$ cat src/rtl/oagu_stream_v2.sv
// Output address generator: buffers PE result beats in a small FIFO and writes
// them to the IOB along a run/jump address walk over an X/layer/Y loop nest.
module oagu_stream_v2 #(
   parameter int DW     = 256,
   parameter int AW     = 12,
   parameter int CW     = 8,
   parameter int FDEPTH = 4
) (
   input  logic          i_clk,
   input  logic          i_rst_n,
   input  logic          i_start,
   input  logic          i_abort,
   input  logic [AW-1:0] i_cfg_base,
   input  logic [CW-1:0] i_cfg_x_len,
   input  logic [CW-1:0] i_cfg_layers,
   input  logic [CW-1:0] i_cfg_y_len,
   input  logic [CW-1:0] i_cfg_run_len,
   input  logic [AW-1:0] i_cfg_jump,
   input  logic [DW-1:0] i_dat,
   input  logic          i_dat_vld,
   output logic          o_dat_rdy,
   output logic          o_wr_en,
   input  logic          i_wr_rdy,
   output logic [AW-1:0] o_waddr,
   output logic [DW-1:0] o_wdat,
   output logic          o_busy,
   output logic          o_done,
   output logic [1:0]    dbg_state
);

   localparam int PW = $clog2(FDEPTH);
   localparam int TW = 3 * CW;

   typedef enum logic [1:0] {
      IDLE = 2'd0,
      RUN  = 2'd1,
      FIN  = 2'd2
   } state_t;

   state_t state, state_nxt;

   logic [CW-1:0] x_len, layers, y_len, run_len;
   logic [AW-1:0] jump;
   logic [TW-1:0] total, acc_cnt;
   logic [CW-1:0] run_cnt, x_cnt, l_cnt, y_cnt;

   logic [DW-1:0] mem [FDEPTH];
   logic [PW:0]   wr_ptr, rd_ptr;

   logic empty, full, push, wr_hs, zero_cfg, start_ok;
   logic x_last, l_last, y_last, run_last, job_last;

   // Pointers carry one extra wrap bit to tell full from empty.
   assign empty = (wr_ptr == rd_ptr);
   assign full  = (wr_ptr[PW] != rd_ptr[PW]) && (wr_ptr[PW-1:0] == rd_ptr[PW-1:0]);

   assign o_busy    = (state != IDLE);
   assign o_done    = (state == FIN);
   assign o_dat_rdy = (state == RUN) && !full && (acc_cnt < total);
   assign o_wr_en   = (state == RUN) && !empty;
   assign o_wdat    = mem[rd_ptr[PW-1:0]];
   assign dbg_state = state;

   assign push     = i_dat_vld && o_dat_rdy;
   assign wr_hs    = o_wr_en && i_wr_rdy;
   assign zero_cfg = (i_cfg_x_len == '0) || (i_cfg_layers == '0) || (i_cfg_y_len == '0);
   assign start_ok = (state == IDLE) && i_start && !i_abort;

   assign x_last   = (x_cnt == x_len - CW'(1));
   assign l_last   = (l_cnt == layers - CW'(1));
   assign y_last   = (y_cnt == y_len - CW'(1));
   assign run_last = (run_len != '0) && (run_cnt + CW'(1) == run_len);
   assign job_last = wr_hs && x_last && l_last && y_last;

   always_ff @(posedge i_clk or negedge i_rst_n) begin
      if (!i_rst_n) state <= IDLE;
      else          state <= state_nxt;
   end

   always_comb begin
      state_nxt = state;
      if (i_abort) begin
         state_nxt = IDLE;
      end else begin
         case (state)
            IDLE:    if (i_start) state_nxt = zero_cfg ? FIN : RUN;
            RUN:     if (job_last) state_nxt = FIN;
            FIN:     state_nxt = IDLE;
            default: state_nxt = IDLE;
         endcase
      end
   end

   always_ff @(posedge i_clk or negedge i_rst_n) begin
      if (!i_rst_n) begin
         x_len   <= '0;
         layers  <= '0;
         y_len   <= '0;
         run_len <= '0;
         jump    <= '0;
         total   <= '0;
         acc_cnt <= '0;
         run_cnt <= '0;
         x_cnt   <= '0;
         l_cnt   <= '0;
         y_cnt   <= '0;
         o_waddr <= '0;
         wr_ptr  <= '0;
         rd_ptr  <= '0;
         for (int i = 0; i < FDEPTH; i++) mem[i] <= '0;
      end else if (i_abort) begin
         wr_ptr <= '0;
         rd_ptr <= '0;
      end else if (start_ok) begin
         x_len   <= i_cfg_x_len;
         layers  <= i_cfg_layers;
         y_len   <= i_cfg_y_len;
         run_len <= i_cfg_run_len;
         jump    <= i_cfg_jump;
         total   <= TW'(i_cfg_x_len) * TW'(i_cfg_layers) * TW'(i_cfg_y_len);
         acc_cnt <= '0;
         run_cnt <= '0;
         x_cnt   <= '0;
         l_cnt   <= '0;
         y_cnt   <= '0;
         o_waddr <= i_cfg_base;
         wr_ptr  <= '0;
         rd_ptr  <= '0;
      end else begin
         if (push) begin
            mem[wr_ptr[PW-1:0]] <= i_dat;
            wr_ptr  <= wr_ptr + (PW+1)'(1);
            acc_cnt <= acc_cnt + TW'(1);
         end
         if (wr_hs) begin
            rd_ptr <= rd_ptr + (PW+1)'(1);
            // The jump replaces the +1 step on the last beat of a run.
            if (run_last) begin
               o_waddr <= o_waddr + jump;
               run_cnt <= '0;
            end else begin
               o_waddr <= o_waddr + AW'(1);
               run_cnt <= run_cnt + CW'(1);
            end
            if (x_last) begin
               x_cnt <= '0;
               if (l_last) begin
                  l_cnt <= '0;
                  y_cnt <= y_last ? '0 : y_cnt + CW'(1);
               end else begin
                  l_cnt <= l_cnt + CW'(1);
               end
            end else begin
               x_cnt <= x_cnt + CW'(1);
            end
         end
      end
   end

endmodule

$ cat config.mk
export PLATFORM = sky130hd
export DESIGN_NAME = oagu_stream_v2
export DESIGN_NICKNAME = d
export VERILOG_FILES = /design/src/rtl/oagu_stream_v2.sv
export SDC_FILE = /design/constraint.sdc
export NUM_CORES = 2
export LEC_CHECK = 0
export ABC_AREA = 1
export BUFFER_PORTS_ARGS = -buffer_cell sky130_fd_sc_hd__buf_2
export CORE_MARGIN = 3
export CORE_UTILIZATION = 25
export CTS_BUF_LIST = sky130_fd_sc_hd__clkbuf_16
export DETAILED_ROUTE_END_ITERATION = 7
export GPL_ROUTABILITY_DRIVEN = 0
export PLACE_DENSITY_LB_ADDON = 0.05
export SETUP_SLACK_MARGIN = 0.2
export SYNTH_ARGS = -nofsm -noshare
export SYNTH_HDL_FRONTEND = slang
export SYNTH_SLANG_ARGS = --single-unit
$ cat constraint.sdc
create_clock -name i_clk -period 3.97 [get_ports i_clk]
set_input_delay 0.397 -clock i_clk [delete_from_list [all_inputs] [get_ports i_clk]]
set_output_delay 0.397 -clock i_clk [all_outputs]
set_load 0.005 [all_outputs]
==> flow_summary.toml <==
[detailed_routing]
wl_um = 260100
vias = 57760
firstDrtPassIters = 5
avgViaCountPerCell = 4.724
post_drt_wl_per_cell_um = 21.27
drc = 0
antenna_left = 0
drt_iter0_drc = 3821

[floorplan]
initial_core_util_pct = 25.21
row_count = 182
num_io_pins = 592
die-area_um2 = 255000
core_um2 = 246800
fp.dieW_um = 505.0
fp.dieH_um = 505.0

[timing]
slew_headroom_pct = 26.02
rsz0062_at_grt = "true"
fin_crit_ns = 6.799
setup_ws_ns = -2.829
fin_crit_sh_pct = 171.3
holdWs_ns = 0.05817
worstMarginPinSlew_ns = 1.110
max_freq_mhz = 147.1
setup_violations = 20
finalMaxSlewViolations = 0
clock_skew_ns = 0.06461
hold_viol_final = 0

[outcome]
violations = "setup timing"
status = "finished with violations"

[clocking]
clkLatencyLatePin_ns = 0.82
cts_root_buf = "clkbuf_16"
cts_made_buffers = 153
clkSinkCount = 1168
cts_buffer_depth = 3
clk_pin_slew_worst_paths_ns = 0.05
cts_tree = "done"
cts-htree-levels = 4

[power]
power_leakage_nw = 41.88
power_density_nw_per_um2 = 1098
p_total_mw = 87.18
vdd_drop_max_mv = 4.563

[min_path]
hold_class = "primary input to flop"

[setup_path]
crit_end = "total[17]"
required_ns = 4.61
crit_top_cell = "fa_1"
rr_startpoint = "run_cnt[0]"
critPathSlowestCell = "fa_1"
startpoint_type = "primary input"
ff2ff_setup_slack_ns = 0.51
critical_path.endpoint_type = "flop"
crit_path_max_fanout = 4
worst_r2r_endpoint = "o_waddr[9]"
cp_slowest_stage_delay_ns = 0.54
critPathArrivalTime_ns = 7.44
reg2reg_depth = 22
startpoint = "i_cfg_layers[7]"
worstSetupPathType = "primary input to flop"

[logic_synthesis]
synth-edff-count = 0
synth_nets = 8527
synth.yosys.seq_area_share_pct = 46.96
synthArstFlopShare_pct = 100.0
avgSynthCellArea_um2 = 7.818
yosysWarnings = 0
synth_top_flop_cell = "dfrtp_1"
synth_cells = 7961
synth_seq_cells = 1168
synth_cell_types = 46
synth.cell_area_um2 = 62240

[layout]
layout_commonest_cell = "nand2_1"
post-route-util_pct = 32.18
finalNetCount = 9349
layout-drive-gt1-share_pct = 15.78
syn_to_final_growth_pct = 27.62
stdcell_count = 12230
layout_common_cells = "nand2_1 (2459), dfrtp_1 (1164), nand3_1 (1140)"

[grt]
grt_max_degree = 235
grt.total_usage_pct = 19.96
grt_pass1_vias = 58880
grt_pass1_wl_um = 393200
grt_overflow_total = 0
grt_antenna_before_repair = 33

[place]
io_buffers = 591
placedCellCount = 11610
dp_hpwl_um = 152100
pre_cts_ws_ns = -3.857

[flow_run]
max_cap_viol_count = 0
==> per-stage QoR <==
| step | instance area, um2 | TNS (ns) |
|---|---|---|
| floorplan | 63020 | -50.32 |
| global placement | 70240 | -65.45 |
| detailed placement | 70240 | -65.41 |
| CTS | 78600 | -44.93 |
| global route | 79410 | -49.81 |
| finish | 79430 | -45.77 |
==> routing by layer <==
layer	track usage, %	up-vias	wire length [um]
met5	0	-	41
met4	5.725	8	7498
met3	3.328	331	11620
met2	31.94	1163	119400
met1	27.62	28650	121500
li1	-	27610	-
==> what timing repair did <==
| item | in CTS | in global routing |
|---|---|---|
| pin swaps | 38 | 89 |
| gates resized for setup | 120 | 165 |
| hold endpoints to repair | 1146 | 0 |
| setup endpoints to repair | 133 | 32 |
| hold buffers | 297 | 0 |
| gates cloned | 3 | 1 |
| setup buffers | 12 | 19 |
==> cells in the mapped netlist, types with 4 or more instances <==
cell type | number | share of area (%)
buf_2 | 59 | 0.47
buf_6 | 50 | 0.90
dfrtp_1 | 1168 | 47
o211ai_1 | 6 | 0.072
o21ai_0 | 621 | 5.0
or2_2 | 12 | 0.12
clkinv_1 | 4 | 0.024
xor2_1 | 59 | 0.83
nor4_1 | 14 | 0.14
o21ai_1 | 8 | 0.064
clkbuf_1 | 392 | 2.4
nand3_1 | 1147 | 9.2
nor3_1 | 23 | 0.18
xnor2_1 | 28 | 0.39
and2_1 | 4 | 0.040
o22ai_1 | 261 | 2.6
buf_1 | 37 | 0.22
buf_4 | 39 | 0.47
nand3b_1 | 20 | 0.24
nand4_1 | 35 | 0.35
fa_1 | 121 | 3.9
nand2_1 | 2514 | 15
ha_1 | 127 | 2.6
o21bai_1 | 5 | 0.060
inv_1 | 397 | 2.4
a31oi_1 | 7 | 0.070
a21oi_1 | 74 | 0.60
nor2_1 | 700 | 4.2
==> critical path, delay by kind of cell <==
family                     cells  cell delay [ns]
buffers and inverters         10             0.76
adders and majority gates     10             4.61
AOI/OAI and AO/OA              7             0.86
and+or+nand+nor                6             0.70
xor gates and xnor gates       1             0.10
==> kinds of logic after synthesis <==
family	Yosys count	share of synthesized area [%]
adders and majority gates	248	6.445
and+or+nand+nor	4476	29.77
DFF	1168	46.96
xor gates and xnor gates	87	1.224
AOI/OAI and AO/OA	1000	8.721
buffers and inverters	982	6.881
==> registers in the layout (all words and copies together), names as in the netlist <==
name / cells
o_waddr: 12
jump: 12
layers: 8
acc_cnt: 24
run_cnt: 8
wr_ptr: 3
y_len: 8
mem: 1024
x_cnt: 8
l_cnt: 8
x_len: 8
total: 24
y_cnt: 8
dbg_state: 2
run_len: 8
rd_ptr: 3
==> worst min path at each step <==
stage,start,end,slack [ns],cells past startpoint
2_1_floorplan,i_rst_n,acc_cnt[0],0.10,0
3_3_place_gp,i_rst_n,mem[837],0.40,1
3_5_place_dp,i_rst_n,mem[837],0.39,1
4_1_cts,i_cfg_layers[3],layers[3],0.01,4
5_1_grt,i_cfg_layers[3],layers[3],0.02,4
6_report,i_cfg_layers[3],layers[3],0.06,4
==> where the power goes <==
part           total (mW)  switching [mW]  internal, mW
Sequential           15.1            1.12          13.9
Clock                13.3            5.84          7.49
Combinational        58.8            30.6          28.2
Total                87.2            37.5          49.7
==> layout make-up <==
cell class,instances,area [um2]
Inverter,404,1540
Tap cell,3312,4144
Multi-Input combinational cell,5811,30100
Sequential cell,1168,29240
Clock inverter,117,843.3
Antenna cell,15,37.54
Fill cell,26640,167400
Timing Repair Buffer,1245,9651
Clock buffer,155,3879
(Power assumes the default switching activity.)
